### config.mk
export PLATFORM = sky130hd
export DESIGN_NAME = m4sram_transpose_ctrl
export DESIGN_NICKNAME = d
export VERILOG_FILES = /design/src/rtl/m4sram_transpose_ctrl_pkg.sv /design/src/rtl/m4sram_transpose_ctrl_lane_rot4.sv /design/src/rtl/m4sram_transpose_ctrl.sv
export SDC_FILE = /design/constraint.sdc
export NUM_CORES = 1
export LEC_CHECK = 0
export CORE_AREA = 2 2 406 408
export DETAILED_ROUTE_END_ITERATION = 16
export DIE_AREA = 0 0 408 410
export GPL_TIMING_DRIVEN = 0
export PLACE_DENSITY = 0.4
export RECOVER_POWER = 100
export SKIP_CTS_REPAIR_TIMING = 1
export SYNTH_ARGS = -nofsm -noshare
export SYNTH_HDL_FRONTEND = slang
export SYNTH_SLANG_ARGS = --single-unit
### constraint.sdc
create_clock -name CLK -period 2.5 [get_ports CLK]
set_input_delay 0.375 -clock CLK [delete_from_list [all_inputs] [get_ports CLK]]
set_output_delay 0.375 -clock CLK [all_outputs]
set_load 0.02 [all_outputs]
### src/rtl/m4sram_transpose_ctrl_pkg.sv
// Shared definitions for the M4SRAM corner-turn controller.
//   NBANK : number of SRAM banks (fixed by the memory)
//   AW    : per-bank address width (depth 4)
//   DW    : default sample / SRAM word width, {re[31:0], im[31:0]}
//   state_t : controller phases FILL -> PRIME -> DRAIN -> FILL
package m4sram_pkg;

  localparam int unsigned NBANK = 4;
  localparam int unsigned AW    = 2;
  localparam int unsigned DW    = 64;

  typedef enum logic [1:0] {
    FILL  = 2'd0,
    PRIME = 2'd1,
    DRAIN = 2'd2
  } state_t;

endpackage

### src/rtl/m4sram_transpose_ctrl_lane_rot4.sv
// Four-lane rotator: lanes_out[i] = lanes_in[(i + k) % 4].
// A left rotate by k; a right rotate is obtained by passing k = -k (mod 4).
// Ports:
//   k         in  2       rotate amount
//   lanes_in  in  4 x DW  input lanes
//   lanes_out out 4 x DW  rotated lanes
module lane_rot4 #(
  parameter int unsigned DW = 64
) (
  input  logic [1:0]         k,
  input  logic [3:0][DW-1:0] lanes_in,
  output logic [3:0][DW-1:0] lanes_out
);

  always_comb begin
    lanes_out = '0;
    for (int unsigned i = 0; i < 4; i++) begin
      lanes_out[i] = lanes_in[2'(i + 32'(k))];
    end
  end

endmodule

### src/rtl/m4sram_transpose_ctrl.sv
// Initiator for the four-bank M4SRAM performing a 4x4 corner turn.
// A block arrives as 4 row beats (lane c = column c) and leaves as 4 column
// beats (lane r = row r). Element (r,c) lives in bank (c+r)%4 at address r,
// so every row write and every column read touches each bank exactly once.
// Ports:
//   CLK, RST          clock, synchronous active-high reset
//   IN_VALID/IN_READY row beat handshake, IN_D0..3 row lanes
//   OUT_VALID/OUT_READY column beat handshake, OUT_Q0..3 column lanes
//   WE                SRAM write enable (shared)
//   ADDR0..3, D0..3   per-bank SRAM address / write data
//   Q0..3             per-bank SRAM read data (1-cycle latency)
module m4sram_transpose_ctrl
  import m4sram_pkg::*;
#(
  parameter int unsigned DW = m4sram_pkg::DW
) (
  input  logic          CLK,
  input  logic          RST,
  input  logic          IN_VALID,
  output logic          IN_READY,
  input  logic [DW-1:0] IN_D0,
  input  logic [DW-1:0] IN_D1,
  input  logic [DW-1:0] IN_D2,
  input  logic [DW-1:0] IN_D3,
  output logic          OUT_VALID,
  input  logic          OUT_READY,
  output logic [DW-1:0] OUT_Q0,
  output logic [DW-1:0] OUT_Q1,
  output logic [DW-1:0] OUT_Q2,
  output logic [DW-1:0] OUT_Q3,
  output logic          WE,
  output logic [AW-1:0] ADDR0,
  output logic [AW-1:0] ADDR1,
  output logic [AW-1:0] ADDR2,
  output logic [AW-1:0] ADDR3,
  output logic [DW-1:0] D0,
  output logic [DW-1:0] D1,
  output logic [DW-1:0] D2,
  output logic [DW-1:0] D3,
  input  logic [DW-1:0] Q0,
  input  logic [DW-1:0] Q1,
  input  logic [DW-1:0] Q2,
  input  logic [DW-1:0] Q3
);

  state_t state, state_next;
  logic [1:0] rc, rc_next;
  logic [1:0] cc, cc_next;

  logic in_ready, out_valid, we;
  logic in_hs, out_hs;
  logic [1:0] rd_k;
  logic [NBANK-1:0][AW-1:0] addr;
  logic [NBANK-1:0][DW-1:0] d_bank;

  logic [3:0][DW-1:0] in_lanes, wr_lanes;
  logic [3:0][DW-1:0] q_lanes, out_lanes;

  assign in_hs  = IN_VALID & in_ready;
  assign out_hs = out_valid & OUT_READY;

  // ---------------------------------------------------------------- state register
  always_ff @(posedge CLK) begin
    if (RST) begin
      state <= FILL;
      rc    <= '0;
      cc    <= '0;
    end else begin
      state <= state_next;
      rc    <= rc_next;
      cc    <= cc_next;
    end
  end

  // ---------------------------------------------------------------- next state
  always_comb begin
    state_next = state;
    rc_next    = rc;
    cc_next    = cc;
    case (state)
      FILL: begin
        if (in_hs) begin
          rc_next = rc + 2'd1;
          if (rc == 2'd3) state_next = PRIME;
        end
      end
      PRIME: begin
        state_next = DRAIN;
        cc_next    = '0;
      end
      DRAIN: begin
        if (out_hs) begin
          cc_next = cc + 2'd1;
          if (cc == 2'd3) state_next = FILL;
        end
      end
      default: state_next = FILL;
    endcase
  end

  // ---------------------------------------------------------------- outputs
  // Read column k lives at address (b-k)%4 in bank b. During DRAIN the
  // address looks one column ahead on a handshake and repeats the current
  // column otherwise, so Q always holds the column shown on OUT_Q.
  always_comb begin
    in_ready  = 1'b0;
    out_valid = 1'b0;
    we        = 1'b0;
    rd_k      = '0;
    addr      = '0;
    d_bank    = '0;
    case (state)
      FILL: begin
        in_ready = ~RST;
        we       = IN_VALID & ~RST;
        d_bank   = wr_lanes;
        for (int unsigned b = 0; b < NBANK; b++) addr[b] = rc;
      end
      PRIME: begin
        rd_k = '0;
        for (int unsigned b = 0; b < NBANK; b++) addr[b] = 2'(b) - rd_k;
      end
      DRAIN: begin
        out_valid = ~RST;
        rd_k      = OUT_READY ? (cc + 2'd1) : cc;
        for (int unsigned b = 0; b < NBANK; b++) addr[b] = 2'(b) - rd_k;
      end
      default: ;
    endcase
  end

  // Write skew: bank b takes IN_D[(b-rc)%4], i.e. rotate by -rc.
  assign in_lanes = {IN_D3, IN_D2, IN_D1, IN_D0};

  lane_rot4 #(.DW(DW)) u_wr_rot (
    .k         (2'd0 - rc),
    .lanes_in  (in_lanes),
    .lanes_out (wr_lanes)
  );

  // Read de-skew: row r of column cc sits in bank (r+cc)%4.
  assign q_lanes = {Q3, Q2, Q1, Q0};

  lane_rot4 #(.DW(DW)) u_rd_rot (
    .k         (cc),
    .lanes_in  (q_lanes),
    .lanes_out (out_lanes)
  );

  assign IN_READY  = in_ready;
  assign OUT_VALID = out_valid;
  assign WE        = we;
  assign ADDR0     = addr[0];
  assign ADDR1     = addr[1];
  assign ADDR2     = addr[2];
  assign ADDR3     = addr[3];
  assign D0        = d_bank[0];
  assign D1        = d_bank[1];
  assign D2        = d_bank[2];
  assign D3        = d_bank[3];
  assign OUT_Q0    = out_lanes[0];
  assign OUT_Q1    = out_lanes[1];
  assign OUT_Q2    = out_lanes[2];
  assign OUT_Q3    = out_lanes[3];

endmodule

# Word level (Yosys, flattened, before mapping)
# Index checks and enable logic that the tools add are counted.
[word_totals] register_bits=6 inputBits=516 elab_cells=70
[op_classes] add_sub_neg=13 order_cmp=8 n_eq_ne=8 muxes=29 bitwise=4 n_reduce_logical=5
[op_table] operator="64-bit binary-select mux with 2-bit select" n=8
[op_table] operator="64-bit 2-to-1 mux" n=8
[op_table] operator="256-bit 2-to-1 mux" n=1
[op_table] operator="2-bit by 3-bit less-than comparator with 1-bit output, second input constant" n=8
[op_table] operator="8-bit one-hot mux with 3 select lines" n=1
[op_table] operator="2-bit 2-to-1 mux" n=6
[op_table] operator="2-bit adder, first input constant" n=4
[op_table] operator="2-bit inequality test, second input constant" n=4
[op_table] operator="2-bit equality test, second input constant" n=3
[op_table] operator="2-bit one-hot mux with 3 select lines" n=1
[op_table] operator="1-bit by 2-bit subtractor with 2-bit output, first input constant" n=3
[op_table] operator="1-bit by 2-bit adder with 2-bit output, first input constant" n=2
[op_table] operator="2-bit by 1-bit adder with 2-bit output, second input constant" n=2
[op_table] operator="2-bit one-hot mux with 2 select lines" n=1
[op_table] operator="2-bit AND reduction" n=2
[op_table] operator="4-bit AND reduction" n=1
[op_table] operator="2-bit subtractor, first input constant" n=2
[op_table] operator="1-bit bitwise AND" n=3
[op_table] operator="1-bit 2-to-1 mux" n=3
[op_table] operator="2-bit by 1-bit equality test with 1-bit output, second input constant" n=1
[op_table] operator="2-bit zero test" n=1
[op_table] operator="2-bit nonzero test" n=1
[op_table] operator="1-bit NOT" n=1

# Longest topological paths before layout
# Gate-level depths: netlist of the first run.
[logic_depth] depth_word=5 depth_mapped=7 mapped_depth_nobuf=4

# Modules after synthesis
# From an unflattened synthesis of the first run, not the netlist that was laid out.
[unflattened] hier_cells=972 hier_area_um2=14858.0
[by_module_without_submodules] mod="lane_rot4" instances=2 cells_per_inst=314 area_per_inst_um2=6313.6 seq_area_each_um2=0.0
[by_module_without_submodules] mod="m4sram_transpose_ctrl" instances=1 cells_per_inst=344 area_per_inst_um2=2230.9 seq_area_each_um2=120.1

# Worst setup path before layout of the first run
# OpenSTA, ideal clock, no wires.
[synth_timing] path_type="register to output" startpoint="reg cc[0]" endpoint="out ADDR2[0]" arrival_time_ns=1.828 t_required_ns=2.125 setup_slack_ns=0.297 path_stages_with_launch=7 n_path_buf=4 path_cell_list="dfxtp_1 buf_4 buf_4 buf_4 xnor2_1 a211oi_1 buf_4"
[synth_between] elab_chain_cells=4
[synth_lines] element="start: declaration" line_no="m4sram_transpose_ctrl.sv:48" source="logic [1:0] cc, cc_next;"
[synth_lines] element="start signal: assignment" line_no="m4sram_transpose_ctrl.sv:71" source="cc <= cc_next;"
[synth_lines] element="2-bit by 1-bit adder with 2-bit output" line_no="m4sram_transpose_ctrl.sv:125" source="rd_k = OUT_READY ? (cc + 2'd1) : cc;"
[synth_lines] element="2-bit 2-to-1 mux *" line_no="m4sram_transpose_ctrl.sv:125"
[synth_lines] element="2-bit subtractor *" line_no="m4sram_transpose_ctrl.sv:126" source="for (int unsigned b = 0; b < NBANK; b++) addr[b] = 2'(b) - rd_k;"
[synth_lines] element="8-bit one-hot mux with 3 select lines *" line_no="m4sram_transpose_ctrl.sv:112" source="case (state)"
[synth_lines] element="end: declaration" line_no="m4sram_transpose_ctrl.sv:34" source="output logic [AW-1:0] ADDR2,"
# Every way passes the cells marked *; elsewhere a longest branch is shown, timed or not.

# Worst setup path after layout of the first run
[layout_timing] startpoint="reg rc[1]" endpoint="out D1[53]"
[layout_between] elab_chain_cells=5
[layout_lines] element="start: declaration" line_no="m4sram_transpose_ctrl.sv:47" source="logic [1:0] rc, rc_next;"
[layout_lines] element="start signal: assignment" line_no="m4sram_transpose_ctrl.sv:70" source="rc <= rc_next;"
[layout_lines] element="1-bit by 2-bit subtractor with 2-bit output" line_no="m4sram_transpose_ctrl.sv:136" source=".k (2'd0 - rc),"
[layout_lines] element="1-bit by 2-bit adder with 2-bit output" line_no="m4sram_transpose_ctrl_lane_rot4.sv:18" source="lanes_out[i] = lanes_in[2'(i + 32'(k))];"
[layout_lines] element="64-bit binary-select mux with 2-bit select" line_no="m4sram_transpose_ctrl_lane_rot4.sv:18"
[layout_lines] element="64-bit 2-to-1 mux (not written as such)" line_no="m4sram_transpose_ctrl_lane_rot4.sv:18"
[layout_lines] element="256-bit 2-to-1 mux" line_no="m4sram_transpose_ctrl.sv:112"
[layout_lines] element="end: declaration" line_no="m4sram_transpose_ctrl.sv:37" source="output logic [DW-1:0] D1,"
# Every way passes these cells. The select of a mux whose other input is x is not followed.

==> metrics.txt, run 1 <==
Mapped Cells=972; Final Cell Area=0.0322 mm2; met3 WL=15.4 mm; Hold Fails Final Rpt=0; worst stage delay on the critical path=410 ps; Yosys cell types=29; Slew HR=48.6%; CP Capture Type=output port; maxcap violations=0; hold slack=538 ps; GRT Overall Usage=18.6%; # port buffers=1,036; post-layout min period=2730 ps; HPWL Detailed=143 mm; WL met1=61.6 mm; Post-synth top flop=dfxtp_1; Final #Nets=2,602; Starting Density=8.87%; Slew Limit Fails=0; vias post-DR=17,804; clk slew on worst S/H paths=40 ps; Peak VDD IR=0.267 mV; Final Power=12.5 mW; area grow syn2layout=122%; worst-margin pin slew=772 ps; Root Driver=clkbuf_16; Placeable Area=0.163 mm2; RSZ-0062 raised after global routing=yes; Lkg Pwr=13.2 nW; pin count of the biggest net entering global routing=11; vias in the first global route=17,475; crit path cell chain=ha_4 > buf_12 > buf_16 > buf_12 > buf_12 > buf_12 > mux4_2 > nor2b_4 > buf_6; post-route clock skew=5.73 ps; routed wl met2=85.1 mm; standard-cell rows=149; setup slack, reg-to-reg=490 ps; sequential cell area=126 um2; GR Overflow Total=0; status=complete, but fails checks; CP Max Fanout=8; synth top area cells=mux4_2 80%, nor2b_1 11%, buf_4 2.5%; initial antenna violation count=141; Syn Area/Cell=14.9 um2; most frequent CP cell=buf_12; Die Area=0.167 mm2; Placement Cell Area=0.0276 mm2; flops & latches, synth=6; Post-Route WL=167 mm; Fill cells=17,817; CP top delay family=buffers and inverters; cts bufs inserted=3; Pwr Density=389 mW/mm2; CTS tree=yes; TritonRoute pass-1 iters=5; Die Y=410 um; gpl congestion=0.942; Syn Std Cell Area=0.0145 mm2; chip width=408 um; synth cell count leaders=512 x mux4_2, 259 x nor2b_1, 49 x buf_2, 49 x buf_4, 32 x clkbuf_1; worst slack at placement=-1280 ps; CTS Sinks=6; Arr. time, crit path=2360 ps; post-synthesis sequential area ratio=0.828%; top routing layer in use=met5; syn nets=1,490; final worst slack=-234 ps; most numerous cell in the Yosys netlist=mux4_2; global-route wire length before repair=204 mm; footprint of the multi-input gates=0.0150 mm2; maximum root-to-sink buffer count=2; Hold Crit Class=register to register; cell taking the most area after synthesis=mux4_2; YS warnings=0; I/O Pins=1,039; top-area cell type share of the netlist area=79.5%; wire length per cell=38.9 um; Critical Path Slowest Stage Cell=mux4_2; Worst Path Buf+Inv=6; final core utilization=19.7%; number of synthesized flops with an enable pin=0; DR vias/cell=4.13; DRC violations left=0; clk_lat worst skew=240 ps; FMAX=366 MHz; antenna viol nets, final=0; H-tree Lvls=1; Async SR Flop Fraction=0%; worst path required time=2120 ps; Detailed Route Iter0 Violations=1,575; period utilization=109%; Finish-stage setup viols=236; share of layout cells above drive strength 1=59.4%; failing checks=negative setup slack; CP Class=register to output port; critical path startpoint category=register
[power breakdown]
group	internal, mW	switching (mW)
registers	0.101	0.00556
logic	6.49	5.66
clock network	0.207	0.0682
total	6.80	5.73
[kinds of logic after synthesis]
| kind of cell | count (synthesis) | share of synthesized area (%) |
|---|---|---|
| compound gates | 11 | 0.509 |
| xor+xnor | 2 | 0.121 |
| fa+ha+maj | 2 | 0.173 |
| buf+inv | 152 | 6.67 |
| flops | 6 | 0.828 |
| mux | 513 | 79.6 |
| simple gates | 286 | 12.1 |
[per-layer routing]
layer / track usage (%) / vias to the layer above
met4: 4.45 / 18
met2: 32.2 / 1290
met5: 0 / -
met3: 5.43 / 294
met1: 22.4 / 9551
li1: - / 6651
[worst min-delay path: cells and delay by family (launching register included)]
| family | cells | cell delay (ps) |
|---|---|---|
| simple gates | 1 | 70 |
| mux | 1 | 70 |
| flops | 1 | 360 |
[worst paths after layout]
kind,start,to,cells past startpoint
max,rc[1],D1[53],9
min,rc[1],rc[1],2
max reg2reg,rc[0],rc[1],10
min reg2reg,rc[1],rc[1],2
[cells in the final DEF (no fill, tap or decap), types with 9 or more instances in the layout]
| master | synthesis | layout |
|---|---|---|
| buf_16 | 0 | 9 |
| buf_4 | 49 | 56 |
| nor2_1 | 10 | 10 |
| buf_8 | 0 | 30 |
| diode_2 | 0 | 35 |
| nor2b_4 | 0 | 203 |
| mux4_2 | 512 | 512 |
| buf_2 | 49 | 18 |
| buf_6 | 20 | 257 |
| clkdlybuf4s50_1 | 0 | 516 |
| buf_12 | 0 | 46 |
| dlymetal6s2s_1 | 0 | 234 |
| clkbuf_2 | 1 | 41 |
| clkbuf_4 | 0 | 20 |
| nor2b_1 | 259 | 54 |
| clkbuf_16 | 0 | 32 |
[stage by stage]
stage	instances	TNS, ps
4_1_cts	4200	-451560
5_1_grt	4297	-30340
6_report	4306	-21380
3_5_place_dp	4197	-313150
3_3_place_gp	4197	-311540
2_1_floorplan	972	0
[sequential cells by signal, summed over array words and instances, names as in the netlist]
register	flops
cc	2
state	2
rc	2
[final cells by class]
class,count,area share (%)
multi-input cells,814,46.5
repair buffers,1107,37.8
diodes,35,0.272
clock buffers,3,0.233
flip-flops and latches,6,0.392
well taps,2189,8.49
plain buffers,152,6.25
Note: power is estimated with default switching activity, not from simulation.
==> run 2: changes to the inputs <==
- SLEW_MARGIN: default -> 20
==> run 2 against run 1 <==
The flow still finishes with violations (negative setup slack). Critical path depth fell by 3. Setup slack worse by 2.8 ps. Total power decreased by 1.9%. Sequential cell count did not move. Cell area is 1.5% lower. Fmax fell by 0.10%. Wire length about the same. Hold slack hardly changed. Critical path type unchanged. Highest routed layer unchanged.
==> metrics.txt, run 2 (same netlist as run 1, synthesis figures left out) <==
failing checks=negative setup slack; Hold Fails Final Rpt=0; RSZ-0062 raised after global routing=yes; DR vias/cell=4.12; share of layout cells above drive strength 1=55.9%; post-layout min period=2740 ps; clk slew on worst S/H paths=40 ps; TritonRoute pass-1 iters=5; FMAX=365 MHz; status=complete, but fails checks; Placeable Area=0.163 mm2; initial antenna violation count=140; Peak VDD IR=0.243 mV; Arr. time, crit path=2360 ps; gpl congestion=0.942; post-route clock skew=3.14 ps; Starting Density=8.87%; standard-cell rows=149; vias post-DR=17,742; Root Driver=clkbuf_16; CP Capture Type=output port; worst-margin pin slew=766 ps; GR Overflow Total=0; antenna viol nets, final=0; Final Power=12.3 mW; period utilization=109%; Slew Limit Fails=0; CTS tree=yes; Pwr Density=387 mW/mm2; area grow syn2layout=119%; maximum root-to-sink buffer count=2; Die Area=0.167 mm2; Post-Route WL=167 mm; wire length per cell=38.9 um; GRT Overall Usage=18.6%; footprint of the multi-input gates=0.0148 mm2; H-tree Lvls=1; worst path required time=2120 ps; Detailed Route Iter0 Violations=1,426; maxcap violations=0; I/O Pins=1,039; # port buffers=1,036; DRC violations left=0; Die Y=410 um; Final #Nets=2,601; CTS Sinks=6; CP Max Fanout=10; HPWL Detailed=143 mm; Slew HR=48.9%; chip width=408 um; Lkg Pwr=12.7 nW; CP Class=register to output port; Regs by FF count=cc x2, rc x2, state x2; clk_lat worst skew=240 ps; critical path startpoint category=register; pin count of the biggest net entering global routing=11; Hold Crit Class=register to register; Final Cell Area=0.0317 mm2; Fill cells=17,834; vias in the first global route=17,475; final worst slack=-237 ps; cts bufs inserted=3; sequential cell area=125 um2; Finish-stage setup viols=311; Placement Cell Area=0.0276 mm2; most frequent cells in the layout=566 x clkdlybuf4s50_1, 512 x mux4_2, 222 x buf_6, 215 x dlymetal6s2s_1, 171 x nor2b_4; leading cell type in the layout, fill and taps excluded=clkdlybuf4s50_1; global-route wire length before repair=204 mm
run 2: cell types whose count changed in the layout (fill, tap and decap cells not counted), moves of 13 or more:
| cell | delta |
|---|---|
| buf_6 | -35 |
| clkdlybuf4s50_1 | +50 |
| buf_4 | +14 |
| nor2b_1 | +30 |
| dlymetal6s2s_1 | -19 |
| clkbuf_2 | -13 |
| nor2b_4 | -32 |
run 2: stage by stage:
stage          cells  worst slack [ps]  TNS (ps)  hold slack [ps]  util (%)
6_report        4304              -237    -29880              538      19.4
5_1_grt         4295              -333    -52050              575      19.4
4_1_cts         4200             -1500   -446510              598      16.9
3_5_place_dp    4197             -1230   -308040              637      16.9
3_3_place_gp    4197             -1280   -311540              639      16.9
2_1_floorplan    972               297         0              511         -
run 2: metal layers:
layer / vias to the layer above / wire length (um) / global-route usage (%)
met5: - / 115 / 0
met4: 18 / 5640 / 4.45
met3: 301 / 15200 / 5.43
met2: 1235 / 84400 / 32.2
met1: 9548 / 62000 / 22.4
li1: 6640 / - / -
run 2: power by group:
group,switching [mW],internal (mW)
Clock,0.0670,0.207
Combinational,5.61,6.30
Sequential,0.00514,0.101
run 2: critical path, stage by stage (launching register included):
cell	delay, ps
dfxtp_1	330
buf_4	230
buf_8	210
buf_8	220
buf_6	210
mux4_2	350
clkdlybuf4s50_1	570
run 2: final timing paths:
path | start | to | slack, ps | cells past startpoint
setup / recovery | cc[1] | OUT_Q2[14] | -240 | 6
hold / removal | rc[1] | rc[1] | 540 | 2
setup reg to reg | rc[0] | rc[1] | 470 | 10
hold reg to reg | rc[1] | rc[1] | 540 | 2
run 2: layout make-up:
class	count	area share [%]
Antenna cell	34	0.268
Buffer	152	6.05
Clock buffer	3	0.236
Multi-Input combinational cell	814	46.5
Sequential cell	6	0.394
Tap cell	2189	8.63
Timing Repair Buffer	1106	38.0
==> run 3: changes to the inputs <==
- CORE_AREA: 2 2 406 408 -> 2 2 402 404
- DIE_AREA: 0 0 408 410 -> 0 0 404 406
- GPL_TIMING_DRIVEN: 0 -> default
- PLACE_DENSITY: 0.4 -> 0.41
- clock period: 2.5 -> 3.5 ns (I/O delays scaled with it)
==> run 3 against run 2 <==
The run now ends clean. Final cell count shrank 6.2%. Non-clock buffer count fell by 158. Count of clock-buffer cells in the layout up 1. Setup slack gained 380 ps. First-iteration DRC count fell by 0.35%. Utilization decreased by 2.4 points. Via count down 8.9%. Sequential cell count unchanged. Die area decreased by 1.9%. Highest routed layer unchanged.
==> metrics.txt, run 3 (same netlist as run 1, synthesis figures left out) <==
status=completed; TritonRoute pass-1 iters=5; vias in the first global route=15,581; part of the power in registers=1.1%; Slew Limit Fails=0; dpl cells=4,006; critical path startpoint category=primary input; Placeable Area=0.160 mm2; CP Class=primary input to output port; clk_lat worst skew=230 ps; worst-margin pin slew=764 ps; antenna viol nets, final=0; worst hold stages=2; standard-cell rows=147; P_int=3.32 mW; FMAX=297 MHz; chip width=404 um; Worst Hold Launch=rc[1]; Hold Fails Final Rpt=0; combinational power share=95.9%; setup slack, reg-to-reg=2020 ps; worst path required time=2970 ps; crit path cell chain=clkdlybuf4s50_1 > and2_1 > or3_1 > a311oi_2 > dlygate4sd3_1; Post-Route WL=131 mm; Lkg Pwr=8.15 nW; Starting Density=9.08%; Switching Power=3.23 mW; Regs by FF count=cc x2, rc x2, state x2; worst stage delay on the critical path=730 ps; H-tree Lvls=1; Pwr Density=241 mW/mm2; Final Cell Area=0.0272 mm2; Hold EP=rc[1]; GRT Overall Usage=15.2%; post-layout min period=3360 ps; gpl congestion=0.917; Worst Path Buf+Inv=2; initial antenna violation count=115; Final Power=6.55 mW; maxcap violations=0; period utilization=96.0%; GR Overflow Total=0; wire length per cell=32.5 um; Slew HR=49.0%; maximum root-to-sink buffer count=2; # port buffers=1,038; Final #Nets=2,443; post-route clock skew=2.18 ps; CP top delay family=buffers and inverters; CTS Sinks=6; Arr. time, crit path=2840 ps; sw frac=49.3%; CP Capture Type=output port; I/O Pins=1,039; most frequent cells in the layout=565 x clkdlybuf4s50_1, 512 x mux4_2, 414 x dlygate4sd3_1, 259 x nor2b_1, 46 x buf_4; DRC violations left=0; Root Driver=clkbuf_16; reg2reg end=rc[1]; R2R cell count=4; CP Max Fanout=8; clk slew on worst S/H paths=40 ps; DR vias/cell=4.00; Die Area=0.164 mm2; Peak VDD IR=0.142 mV; global-route wire length before repair=166 mm; pin count of the biggest net entering global routing=81; Die Y=406 um; worst r2r src=rc[1]; area grow syn2layout=87.6%; Placement Cell Area=0.0274 mm2; Clock power frac=3.0%; Non-Filler Instances=4,037; HPWL Detailed=118 mm; leading cell type in the layout, fill and taps excluded=clkdlybuf4s50_1; Hold Crit Class=register to register; CTS tree=yes; cts bufs inserted=3; Detailed Route Iter0 Violations=1,421; RSZ-0062 raised after global routing=no; Finish-stage setup viols=0; share of layout cells above drive strength 1=31.6%; vias post-DR=16,158; Critical Path Slowest Stage Cell=dlygate4sd3_1
## run 3: changes by cell type in the layout (fill, tap and decap cells not counted), sizes merged
cell | before | now
dlygate4sd3 | 1 | 414
buf | 385 | 73
dlymetal6s2s | 215 | 1
clkbuf | 94 | 51
diode | 34 | 27
clkdlybuf4s50 | 566 | 565
## run 3: how the worst max path moves through the flow
stage / startpoint / to / slack, ps / depth (start not counted)
2_1_floorplan: OUT_READY / ADDR0[1] / 1110 / 4
3_3_place_gp: OUT_READY / ADDR0[1] / 70 / 5
3_5_place_dp: OUT_READY / ADDR0[1] / -1 / 5
4_1_cts: OUT_READY / ADDR0[1] / -4 / 5
5_1_grt: rc[0] / D0[52] / 50 / 5
6_report: OUT_READY / ADDR0[1] / 140 / 5
## run 3: area by class of cell
type / count / area, um2
fill: 17596 / 132000
multi-input combinational: 814 / 13400
timing repair buffer: 1100 / 10900
tap: 2086 / 2610
sequential: 6 / 131
clock buffer: 4 / 78.8
antenna: 27 / 67.6
## run 3: through the flow
step / setup WS (ps) / setup TNS [ps] / hold WS [ps] / util [%]
after floorplan: 1110 / 0 / 511 / -
after global placement: 70.6 / 0 / 578 / 17.1
after detailed placement: -1.32 / -1.32 / 591 / 17.1
after CTS: -3.87 / -3.87 / 596 / 17.2
after global routing: 49.6 / 0 / 628 / 17.0
final: 138 / 0 / 603 / 17.0
## run 3: layer usage
| metal | track usage [%] | routed length (um) |
|---|---|---|
| met5 | 0 | 138 |
| met4 | 3.24 | 3700 |
| met3 | 5.23 | 12600 |
| met2 | 27.3 | 67900 |
| met1 | 17.2 | 46900 |
## run 3: tightest hold or removal path, cell delays in order, from the launching register on
cell	delay, ps
dfxtp_1	360
mux2i_1	140
nor2_1	50
## run 3: power by group through the flow
stage	clock [mW]	sequential [mW]	combinational, mW
6_report	0.196	0.0749	6.27
4_1_cts	0.198	0.0750	6.75
5_1_grt	0.202	0.0753	6.63
2_1_floorplan	0	0.0744	3.30
3_5_place_dp	0	0.0761	6.68
3_3_place_gp	0	0.0758	6.73
==> RTL change (config.mk and constraints of run 3) <==
Reset style: asynchronous (`RST`), changed in one clocked block. Comments in the files are not updated.
--- a/src/rtl/m4sram_transpose_ctrl.sv
+++ b/src/rtl/m4sram_transpose_ctrl.sv
@@ -62,3 +62,3 @@
   // ---------------------------------------------------------------- state register
-  always_ff @(posedge CLK) begin
+  always_ff @(posedge CLK or posedge RST) begin
     if (RST) begin
Function: not settled (the Yosys comparison gave no result); the edit may change what the design does.
==> RTL change against run 3 <==
  * Sequential cell count stayed put
  * Routed wire length is 3.9% lower
  * Critical path depth stayed put
  * Worst setup slack worse by 0.057 ns
  * Register-to-register slack worse by 0.66 ns
  * Final area is 1.2% higher
  * Synthesized area is 0.20% higher
  * Highest routed layer unchanged
  * Critical endpoint is now D3[49]
Power is left out: it rests on default switching activity, and per cell area and clock period it moved more than threefold.
==> RTL change: results <==
outcome:
  outcome: "complete, no violations"
cells_and_area:
  signal_buffers: 1095
  bufAreaShareNonClock: 0.405
  layout-drive-gt1-share: 0.343
  clkCellAreaFrac: 0.00286
  num-nets-final: 2433
  nFlopsAndLatches: 6
  nFillCells: 17621
  comb.multi_input.count: 807
  inverters: 2
  multiInputGateArea_um2: 13400
  register_area_um2: 161
critical_path:
  r2r_slack_ns: 1.36
  crit_path_max_incr_delay_ns: 0.59
  cp_slowest_cell: "clkdlybuf4s50_1"
  cp_max_fo: 51
  crit_arrival_ns: 2.89
  startpoint: "rc[0]$_DFFE_PP0P_"
  r2r-start: "state[0]$_DFFE_PP0P_"
  r2r_end: "rc[1]$_DFFE_PP0P_"
synth:
  synth_compound_area_frac: 0.00732
  ys_types: 34
  ys.flop_type: "dfrtp_1"
  netlist_top_cells_area: "mux4_2 (79%), nor2b_1 (11%), buf_4 (2.5%)"
  synth-xor-area-share: 0.00121
  async_flop_share: 1.00
  synth_nets: 1484
  synthMuxAreaShare: 0.795
  synthAdderAreaFrac: 0.00172
  syn_inst: 966
  ys_seq_area_frac: 0.0103
routing:
  num_vias: 15816
  drt_wl_total_mm: 126
  dr_wl_met2_mm: 64.7
  drt_iter0_markers: 1019
  met1_length_mm: 45.1
  wire_per_inst_um: 31.3
global_route:
  grt.met1_usage: 0.163
  track_usage: 0.146
  grt_pass1_wl_mm: 161
  antenna_found_initial: 76
  met2_usage: 0.257
  grtUsageMet3: 0.0632
  grt_max_degree: 89
min_path:
  min_to: "rc[0]$_DFFE_PP0P_"
  min_from: "rc[0]$_DFFE_PP0P_"
  min_delay_path_depth: 1
timing:
  worst_pin_slew_ns: 0.806
  finClkSkew_ns: 0.000947
placement:
  gp_routability_congestion: 0.888
  dpl.hpwl_mm: 112
clock_tree:
  clock_latency_ns: 0.24
## RTL change: cell count changes in the layout (fill, tap and decap cells not counted), sizes merged, moves of 2 or more
cell / delta
dlygate4sd3: -406
clkdlybuf4s50: +344
buf: +56
dfrtp: +6
dfxtp: -6
dlymetal6s2s: +5
clkbuf: -4
nand2: -4
nor2: -3
nor2b: -3
a21o: +2
inv: +2
nand3: -2
## RTL change: per-stage QoR
| stage | cell area (um2) | hold slack (ns) | utilization | TNS, ns | worst slack (ns) |
|---|---|---|---|---|---|
| floorplan | 14500 | 0.333 | - | 0 | 1.07 |
| CTS | 27600 | 0.596 | 0.173 | 0 | 0.0390 |
| detailed placement | 27500 | 0.587 | 0.172 | 0 | 0.300 |
| global route | 27500 | 0.596 | 0.172 | -0.0234 | -0.0135 |
| finish | 27500 | 0.584 | 0.172 | 0 | 0.0814 |
| global placement | 27500 | 0.586 | 0.172 | 0 | 0.296 |
